===== config.mk =====
export PLATFORM = sky130hd
export DESIGN_NAME = pipe_tracker
export DESIGN_NICKNAME = d
export VERILOG_FILES = /design/src/rtl/pipe_pkg.sv /design/src/rtl/pipe_stage_reg.sv /design/src/rtl/pipe_tracker.sv
export SDC_FILE = /design/constraint.sdc
export NUM_CORES = 1
export LEC_CHECK = 0
export BUFFER_PORTS_ARGS = -buffer_cell sky130_fd_sc_hd__buf_2
export CORE_UTILIZATION = 57
export CTS_CLUSTER_SIZE = 40
export DETAILED_ROUTE_END_ITERATION = 6
export GPL_TIMING_DRIVEN = 1
export PLACE_DENSITY = 0.85
export SYNTH_ARGS = -nofsm -noshare
export SYNTH_HDL_FRONTEND = slang
export SYNTH_SLANG_ARGS = --single-unit

===== constraint.sdc =====
create_clock -name clk -period 4.75 [get_ports clk]
set_input_delay 0.7125 -clock clk [delete_from_list [all_inputs] [get_ports clk]]
set_output_delay 0.7125 -clock clk [all_outputs]
set_load 0.01 [all_outputs]

===== src/rtl/pipe_pkg.sv =====
// Shared constants and types for the instruction-tracking pipeline.
// Contents: register-index width, the canonical NOP used for bubbles and
// the forward-select type, which is wide enough for the deepest legal pipe
// (8 stages).
package pipe_pkg;

  localparam int unsigned RIDX_W   = 5;
  localparam int unsigned FW_MAX_W = 3;

  // addi x0, x0, 0
  localparam logic [31:0] NOP_INSTR = 32'h0000_0013;

  typedef logic [FW_MAX_W-1:0] fw_sel_t;

endpackage


===== src/rtl/pipe_stage_reg.sv =====
// One pipeline stage register.
// Ports:
//   clk, rst   clock, asynchronous active-low reset (loads BUBBLE)
//   hold       keep the current contents
//   clear      load BUBBLE; wins over hold
//   d, q       stage payload in/out (packed, W bits)
module pipe_stage_reg #(
  parameter int unsigned   W      = 1,
  parameter logic [W-1:0]  BUBBLE = '0
) (
  input  logic         clk,
  input  logic         rst,
  input  logic         hold,
  input  logic         clear,
  input  logic [W-1:0] d,
  output logic [W-1:0] q
);

  always_ff @(posedge clk or negedge rst) begin
    if (!rst) begin
      q <= BUBBLE;
    end else if (clear) begin
      q <= BUBBLE;
    end else if (!hold) begin
      q <= d;
    end
  end

endmodule


===== src/rtl/pipe_tracker.sv =====
// Instruction-tracking pipeline: carries {valid, instr, ctrl, rwe, ld} for
// every in-flight instruction through STAGES stages and resolves stalls,
// bubbles, flushes and forward selects centrally.
// Ports:
//   clk, rst                   clock, asynchronous active-low reset
//   in_valid/instr/ctrl/rwe/ld decode-stage inputs (stage 0)
//   redirect                   taken branch/jump resolved in stage 1
//   ext_stall                  external freeze of the whole pipe
//   stall                      hold PC and stage-0 input this cycle
//   st_valid/instr/ctrl/rwe    per-stage state, stage k in slice k
//   fw_sel1, fw_sel2           forward source for stage-1 rs1/rs2 (0 = regfile)
//   retire                     last stage valid and advancing
// Optional: define PIPE_TRACKER_PERF_EN to add perf_retired / perf_bubbles.
module pipe_tracker
  import pipe_pkg::*;
#(
  parameter int unsigned XLEN       = 32,
  parameter int unsigned CW         = 25,
  parameter int unsigned STAGES     = 4,
  parameter int unsigned LOAD_STAGE = 2,
  localparam int unsigned FW_W      = $clog2(STAGES)
) (
  input  logic                   clk,
  input  logic                   rst,
  input  logic                   in_valid,
  input  logic [XLEN-1:0]        in_instr,
  input  logic [CW-1:0]          in_ctrl,
  input  logic                   in_rwe,
  input  logic                   in_ld,
  input  logic                   redirect,
  input  logic                   ext_stall,
  output logic                   stall,
  output logic [STAGES-1:0]      st_valid,
  output logic [STAGES*XLEN-1:0] st_instr,
  output logic [STAGES*CW-1:0]   st_ctrl,
  output logic [STAGES-1:0]      st_rwe,
  output logic [FW_W-1:0]        fw_sel1,
  output logic [FW_W-1:0]        fw_sel2,
`ifdef PIPE_TRACKER_PERF_EN
  output logic [31:0]            perf_retired,
  output logic [31:0]            perf_bubbles,
`endif
  output logic                   retire
);

  typedef struct packed {
    logic            valid;
    logic [XLEN-1:0] instr;
    logic [CW-1:0]   ctrl;
    logic            rwe;
    logic            ld;
  } stage_t;

  localparam stage_t BUBBLE = '{valid: 1'b0, instr: XLEN'(NOP_INSTR),
                                ctrl: '0, rwe: 1'b0, ld: 1'b0};

  stage_t              st_d [STAGES];
  stage_t              st_q [STAGES];
  logic [STAGES-1:0]   hold;
  logic [STAGES-1:0]   clear;
  logic                load_use;
  fw_sel_t             sel1;
  fw_sel_t             sel2;

  // Stage inputs: stage 0 takes the decode slot, every later stage its predecessor.
  // rwe/ld are qualified by valid on entry so no stage ever holds a stale enable.
  always_comb begin
    st_d[0] = {in_valid, in_instr, in_ctrl, in_rwe & in_valid, in_ld & in_valid};
    for (int k = 1; k < int'(STAGES); k++) begin
      st_d[k] = st_q[k-1];
    end
  end

  for (genvar k = 0; k < int'(STAGES); k++) begin : g_stage
    pipe_stage_reg #(
      .W      ($bits(stage_t)),
      .BUBBLE (BUBBLE)
    ) u_reg (
      .clk   (clk),
      .rst   (rst),
      .hold  (hold[k]),
      .clear (clear[k]),
      .d     (st_d[k]),
      .q     (st_q[k])
    );
  end

  // Load-use: a load still ahead of the load-data mux whose rd is read in stage 0.
  always_comb begin
    load_use = 1'b0;
    for (int j = 1; j < int'(LOAD_STAGE); j++) begin
      if (st_q[j].valid && st_q[j].ld && st_q[j].rwe &&
          (st_q[j].instr[11:7] != RIDX_W'(0)) &&
          ((st_q[j].instr[11:7] == st_q[0].instr[19:15]) ||
           (st_q[j].instr[11:7] == st_q[0].instr[24:20]))) begin
        load_use = 1'b1;
      end
    end
    if (!st_q[0].valid) begin
      load_use = 1'b0;
    end
  end

  // Per-stage hold/clear in priority order: ext_stall, redirect, load-use.
  always_comb begin
    hold  = {STAGES{ext_stall}};
    clear = '0;
    if (!ext_stall) begin
      if (redirect) begin
        clear[0] = 1'b1;
        clear[1] = 1'b1;
      end else if (load_use) begin
        hold[0]  = 1'b1;
        clear[1] = 1'b1;
      end
    end
  end

  assign stall  = ext_stall | (load_use & ~redirect);
  assign retire = st_q[STAGES-1].valid & ~ext_stall;

  // Forward select: scan oldest to youngest so the youngest match is left last.
  always_comb begin
    sel1 = '0;
    sel2 = '0;
    for (int k = int'(STAGES) - 1; k >= 2; k--) begin
      if (st_q[k].valid && st_q[k].rwe && (st_q[k].instr[11:7] != RIDX_W'(0))) begin
        if (st_q[k].instr[11:7] == st_q[1].instr[19:15]) sel1 = FW_MAX_W'(k);
        if (st_q[k].instr[11:7] == st_q[1].instr[24:20]) sel2 = FW_MAX_W'(k);
      end
    end
  end

  assign fw_sel1 = FW_W'(sel1);
  assign fw_sel2 = FW_W'(sel2);

  // Flatten stage state onto the per-stage output buses.
  always_comb begin
    st_valid = '0;
    st_instr = '0;
    st_ctrl  = '0;
    st_rwe   = '0;
    for (int k = 0; k < int'(STAGES); k++) begin
      st_valid[k]              = st_q[k].valid;
      st_instr[k*XLEN +: XLEN] = st_q[k].instr;
      st_ctrl[k*CW +: CW]      = st_q[k].ctrl;
      st_rwe[k]                = st_q[k].valid & st_q[k].rwe;
    end
  end

`ifdef PIPE_TRACKER_PERF_EN
  // Event counters; frozen together with the pipe under ext_stall.
  always_ff @(posedge clk or negedge rst) begin
    if (!rst) begin
      perf_retired <= 32'd0;
      perf_bubbles <= 32'd0;
    end else if (!ext_stall) begin
      if (retire) perf_retired <= perf_retired + 32'd1;
      if (redirect || load_use) perf_bubbles <= perf_bubbles + 32'd1;
    end
  end
`endif

endmodule


==> results of run 1 <==
[kinds of logic (layout without fill, tap and decap cells)]
group / Yosys count / after routing
xor+xnor: 30 / 30
other cells: 0 / 2
simple gates: 128 / 128
compound gates: 172 / 172
mux: 118 / 118
buf+inv: 293 / 361
flops: 238 / 238
[cell usage after synthesis]
master	count	area (um2)
o311a_1	3	30.0
a31o_1	1	8.76
xnor2_1	18	158
nor3_1	4	20.0
nand2_1	49	184
and2_1	50	313
buf_1	3	11.3
o21a_1	2	15.0
a311o_1	46	460
nor2_1	4	15.0
a21oi_2	1	8.76
mux2_2	118	1330
o2111a_1	1	11.3
o32a_1	3	30.0
nand3_1	7	35.0
clkbuf_1	41	154
and2_4	1	8.76
buf_4	234	1760
nand4_1	4	25.0
dfrtp_1	226	5660
xor2_1	12	105
o22ai_1	1	6.26
nor2b_1	3	18.8
a22o_1	68	596
a21oi_1	46	230
buf_2	7	35.0
or4_1	3	22.5
inv_1	2	7.51
buf_6	6	67.6
nand2b_1	3	18.8
dfstp_2	12	315
[critical path: stages, from the launching register on]
cell and delay, ps:
dfrtp_1 460, or4_1 570, o2111a_2 440, buf_4 330, a31o_1 450, buf_2 230
[cell type report]
| cell class | instances | share of cell area, % |
|---|---|---|
| diodes | 2 | 0.0400 |
| repair buffers | 313 | 13.0 |
| clock buffers | 36 | 5.99 |
| inverters | 2 | 0.0600 |
| well taps | 265 | 2.65 |
| multi-input cells | 448 | 29.4 |
| flip-flops and latches | 238 | 47.8 |
| clock inverters | 10 | 1.04 |
[power breakdown]
part	switching (mW)	internal, mW	leakage [nW]
clock network	0.803	1.26	0.430
registers	0.150	2.20	3.16
logic	0.384	0.321	3.03
total	1.34	3.78	6.62
[worst max-delay path by stage]
stage / end / slack (ps) / cells past startpoint
after floorplan: stall / 2300 / 5
after global placement: stall / 1610 / 5
after detailed placement: stall / 1530 / 5
after CTS: stall / 970 / 5
after global routing: stall / 870 / 5
final: stall / 1000 / 5
[metal layers]
metal | vias to the layer above | wire length [um]
li1 | 3315 | -
met1 | 3764 | 10700
met2 | 297 | 13100
met3 | 46 | 1670
met4 | 0 | 724
met5 | - | 0
[metrics by stage]
stage	power [mW]	util, %	hold slack [ps]	setup slack [ps]	cells
2_1_floorplan	2.96	-	417	2300	979
3_3_place_gp	3.06	58.9	481	1610	1266
3_5_place_dp	3.09	58.9	489	1530	1266
4_1_cts	5.15	63.4	262	974	1312
5_1_grt	5.31	63.4	303	871	1314
6_report	5.11	63.4	206	997	1314
==> summary.md, run 1 <==
| Metric | Value |
|---|---|
| Post-CTS setup buffers | `0` |
| Area occupied by multi-input gates | `3680 um2` |
| Main combinational cell family by area after synthesis | `buffers and inverters` |
| Endpoints failing hold | `0` |
| Period utilization | `79.0%` |
| CP required | `4040 ps` |
| Layout cells sized above 1 | `46.8%` |
| Setup CP Type | `flip-flop to output port` |
| Global-route usage over all layers | `25.0%` |
| Wirelength per Cell | `19.9 um` |
| I/O pins | `306` |
| Syn. warnings | `0` |
| XOR/XNOR share of the synthesized area | `2.26%` |
| Met1 Resource Use GR | `32.5%` |
| Vias | `7422` |
| Clk_lat worst skew | `520 ps` |
| Most frequent cells in the layout | `buf_2, dfrtp_1, mux2_2` |
| Leakage | `6.62 nW` |
| Fmax | `266 MHz` |
| RSZ-0062 raised after global routing | `no` |
| GR Util met2 | `42.3%` |
| Root buf cell | `clkbuf_16` |
| Final GP Congestion | `0.800` |
| ANT nets after route | `0` |
| Fin crit period | `3750 ps` |
| Reg2Reg Depth | `6` |
| IO buf count | `305` |
| Post_cts resized | `0` |
| Initial antenna violation count | `2` |
| Final #Nets | `1093` |
| Residual DRC | `0` |
| Slew of the pin with the lowest slew margin | `1120 ps` |
| Top reg by flops | `g_stage.u_reg.q` |
| # setup viols final | `0` |
| Slew Viols, Final | `0` |
| Synth cell types | `31` |
| Syn Area/Cell | `11.9 um2` |
| Met3 GRT Util | `4.65%` |
| H-tree depth | `1` |
| Post-synthesis mux area share | `11.4%` |
| Final Skew | `7.24 ps` |
| Top Registers | `g_stage.u_reg.q: 238 flops` |
| Synthesized net count | `1043` |
| Netlist Area Pre-Place | `11700 um2` |
| Largest net degree at the start of global routing | `109` |
| Max-Cap Viols | `0` |
| Power Density | `409 nW/um2` |
| Sequential share of the synthesized area | `51.2%` |
| Total clock sinks | `238` |
| Die footprint | `21000 um2` |
| Status | `finished clean` |
| TritonCTS clock tree | `built` |
| Critical R2R Launch | `g_stage[1].u_reg.q[34]` |
| GR Overflow Total | `0` |
| Longest Clk Path Bufs | `3` |
| Chip Width | `145 um` |
| Rows | `51` |
| Max reg flops | `238` |
| HP Class | `input port to asynchronous set/reset pin` |
| Slew margin rel. | `25.0%` |
| First-pass GRT wire length | `42400 um` |
| Critical path launch point | `g_stage[1].u_reg.q[34]` |
| Hold-fix buffer count after cts | `0` |
| CP Max Fanout | `32` |
| Reg2reg end | `g_stage[0].u_reg.q[51]` |
| Synth Area in Simple Gates | `5.67%` |
| Post-Syn Instances | `979` |
| Arrival time at the worst endpoint | `3040 ps` |
| DR iter-0 viols | `306` |
| Synth Area in Compound Gates | `12.0%` |
| Synth-to-layout area growth | `7.31%` |
| Final wirelength | `26200 um` |
| Post-DP Area | `11600 um2` |
| Initial Utilization | `59.1%` |
| FILL cells | `1539` |
| Fin Setup TNS | `0 ps` |
| Post-route cell area | `12500 um2` |
| Synth Area in Adders | `0%` |
| Dpl hpwl | `17300 um` |
| Vias in the first global route | `7528` |
| Yosys reg bits | `238` |
| FF/Latch Area | `5970 um2` |
| GRT busiest layer | `met2` |
| Die Ht | `145 um` |
| DR pass1 iterations | `4` |
| Clk slew on worst S/H paths | `60 ps` |
| Commonest non-fill, non-tap cell in the layout | `buf_2` |
| Peak supply drop | `0.332 mV` |
| CTS Buf Count | `26` |
| Worst Setup End Kind | `output port` |
| Worst setup SP type | `flip-flop` |
| Vias/cell | `5.65` |
| Core area | `19700 um2` |
| Flop2flop setup slack | `1610 ps` |
(Power assumes the default switching activity.)
==> inputs of run 2 (changes only) <==
--- a/config.mk
+++ b/config.mk
@@ -6,11 +6,11 @@
 export NUM_CORES = 1
 export LEC_CHECK = 0
 export BUFFER_PORTS_ARGS = -buffer_cell sky130_fd_sc_hd__buf_2
-export CORE_UTILIZATION = 57
+export CORE_UTILIZATION = 53
 export CTS_CLUSTER_SIZE = 40
 export DETAILED_ROUTE_END_ITERATION = 6
 export GPL_TIMING_DRIVEN = 1
-export PLACE_DENSITY = 0.85
+export PLACE_DENSITY = 0.8
 export SYNTH_ARGS = -nofsm -noshare
 export SYNTH_HDL_FRONTEND = slang
 export SYNTH_SLANG_ARGS = --single-unit
==> constraint.sdc (replaced) <==
create_clock -name clk -period 3.7 [get_ports clk]
set_input_delay 0.555 -clock clk [delete_from_list [all_inputs] [get_ports clk]]
set_output_delay 0.555 -clock clk [all_outputs]
set_load 0.01 [all_outputs]
==> summary.md, run 2 (synthesized netlist as in run 1, its figures left out) <==
| Metric | Value |
|---|---|
| Final #Nets | `1095 (+0.18%)` |
| Chip Width | `150 um (+3.7%)` |
| Most frequent cells in the layout | `buf_2, dfrtp_1, mux2_2` |
| Period utilization | `83.4%` |
| H-tree depth | `1 (unchanged)` |
| Endpoints failing hold | `0 (unchanged)` |
| Largest net degree at the start of global routing | `168 (+54%)` |
| Clock Power Share | `37.9% (-2.4 points)` |
| Leakage | `6.59 nW (-0.48%)` |
| Final GP Congestion | `0.798 (-0.24%)` |
| Dpl hpwl | `17100 um (-0.91%)` |
| Reg2reg end | `g_stage[0].u_reg.q[3]` |
| Final Skew | `7.76 ps (+0.526 ps)` |
| CP required | `3140 ps (-900 ps)` |
| Register share of total power | `47.7% (+1.8 points)` |
| Core area | `21300 um2 (+8.0%)` |
| HP Class | `input port to asynchronous set/reset pin` |
| Final Util | `58.5% (-5.0 points)` |
| ANT nets after route | `0 (unchanged)` |
| Sw frac | `26.5% (+0.34 points)` |
| Residual DRC | `0 (unchanged)` |
| Longest Clk Path Bufs | `3 (unchanged)` |
| IO buf count | `305 (unchanged)` |
| Top reg by flops | `g_stage.u_reg.q` |
| Fin Setup TNS | `0 ps (unchanged)` |
| FILL cells | `1714 (+11%)` |
| GR Overflow Total | `0 (unchanged)` |
| Logic pwr share | `14.3% (+0.5 points)` |
| Power Density | `507 nW/um2 (+24%)` |
| Clk slew on worst S/H paths | `60 ps (about the same)` |
| Wirelength per Cell | `19.7 um (-1.2%)` |
| First-pass GRT wire length | `40400 um (-4.8%)` |
| Critical R2R Launch | `g_stage[1].u_reg.q[34]` |
| Vias | `7319 (-1.4%)` |
| Vias in the first global route | `7301 (-3.0%)` |
| CTS Buf Count | `25 (-3.8%)` |
| Die footprint | `22600 um2 (+7.4%)` |
| Setup CP Type | `flip-flop to output port` |
| Peak supply drop | `0.449 mV (+35%)` |
| Worst Setup End Kind | `output port` |
| Post-CTS setup buffers | `0 (unchanged)` |
| Initial antenna violation count | `1 (-1)` |
| Post_cts resized | `0 (unchanged)` |
| CP Max Fanout | `12 (-63%)` |
| Top Registers | `g_stage.u_reg.q: 238 flops` |
| Cell-internal power | `4.64 mW (+23%)` |
| Tot Pwr | `6.31 mW (+23%)` |
| Slew Viols, Final | `0 (unchanged)` |
| Hold-fix buffer count after cts | `0 (unchanged)` |
| Root buf cell | `clkbuf_16` |
| Reg2Reg Depth | `6 (unchanged)` |
| Worst hold slack | `64.4 ps (-142 ps)` |
| Slew margin rel. | `31.7% (+6.8 points)` |
| Total clock sinks | `238 (unchanged)` |
| P_sw | `1.67 mW (+25%)` |
| # setup viols final | `0 (unchanged)` |
| Final wirelength | `26000 um (-0.41%)` |
| I/O pins | `306 (unchanged)` |
| Worst setup SP type | `flip-flop` |
| DR pass1 iterations | `5 (+1)` |
| Die Ht | `150 um (+3.7%)` |
| Initial Utilization | `54.7% (-4.4 points)` |
| Layout cells sized above 1 | `46.2% (-0.57 points)` |
| Max reg flops | `238 (unchanged)` |
| Arrival time at the worst endpoint | `2530 ps (-510 ps)` |
| TritonCTS clock tree | `built` |
| Status | `finished clean` |
| Rows | `53 (+3.9%)` |
| RSZ-0062 raised after global routing | `no` |
| Slew of the pin with the lowest slew margin | `1020 ps (-101 ps)` |
| Synth-to-layout area growth | `6.80%` |
| Commonest non-fill, non-tap cell in the layout | `buf_2` |
| Fmax | `324 MHz` |
| DR iter-0 viols | `272 (-11%)` |
| Clk_lat worst skew | `520 ps (about the same)` |
| Fin crit period | `3080 ps` |
| Global-route usage over all layers | `22.9% (-2.2 points)` |
| Vias/cell | `5.52 (-2.2%)` |
| Max-Cap Viols | `0 (unchanged)` |
| Flop2flop setup slack | `1100 ps (-510 ps)` |
==> run 2: cell count changes in the layout (fill, tap and decap cells not counted), sizes merged <==
cell / before / now
buf: 312 / 315
diode: 2 / 1
clkinvlp: 2 / 0
inv: 2 / 3
clkinv: 5 / 2
bufinv: 3 / 1
clkbuf: 37 / 42
==> run 2: worst max-delay path by stage <==
| stage | from | depth (start not counted) | slack [ps] | endpoint |
|---|---|---|---|---|
| after floorplan | g_stage[1].u_reg.q[34] | 5 | 1410 | stall |
| after global placement | g_stage[1].u_reg.q[34] | 4 | 1180 | stall |
| after detailed placement | g_stage[1].u_reg.q[36] | 6 | 1120 | g_stage[0].u_reg.q[3] |
| after CTS | g_stage[1].u_reg.q[34] | 4 | 590 | stall |
| after global routing | g_stage[1].u_reg.q[34] | 4 | 550 | stall |
| final | g_stage[1].u_reg.q[34] | 4 | 620 | stall |
==> run 2: power groups by stage <==
stage	combinational, mW	sequential (mW)	clock [mW]
CTS	0.917	3.01	2.45
global route	0.988	3.04	2.55
floorplan	0.803	2.99	0
detailed placement	0.912	3.06	0
finish	0.904	3.01	2.39
global placement	0.891	3.04	0
==> run 2: per-layer routing <==
metal,GRT usage [%],vias to the layer above,wire [um]
met2,37.5,311,12500
met1,29.7,3657,10800
met4,6.52,0,597
li1,-,3306,-
met3,6.03,45,2100
met5,0,-,0
==> run 2: worst max-delay path: stages (launching register included) <==
cell      delay (ps)
dfrtp_1          470
or4_1            570
o2111a_2         280
a31o_1           440
buf_2            250
==> run 2: area by class of cell <==
class | instances | area, um2 | share of cell area (%)
Multi-Input combinational cell | 448 | 3680 | 29.6
Timing Repair Buffer | 316 | 1670 | 13.4
Clock inverter | 4 | 48.8 | 0.392
Inverter | 2 | 7.51 | 0.0603
Tap cell | 275 | 344 | 2.77
Sequential cell | 238 | 5970 | 48.0
Clock buffer | 41 | 726 | 5.83
Antenna cell | 1 | 2.50 | 0.0201
==> run 2: metrics by stage <==
stage          setup WS (ps)  cells  area (um2)
2_1_floorplan           1410    979       11700
3_3_place_gp            1180   1279       11700
3_5_place_dp            1120   1279       11700
4_1_cts                  586   1324       12400
5_1_grt                  547   1324       12400
6_report                 616   1325       12400
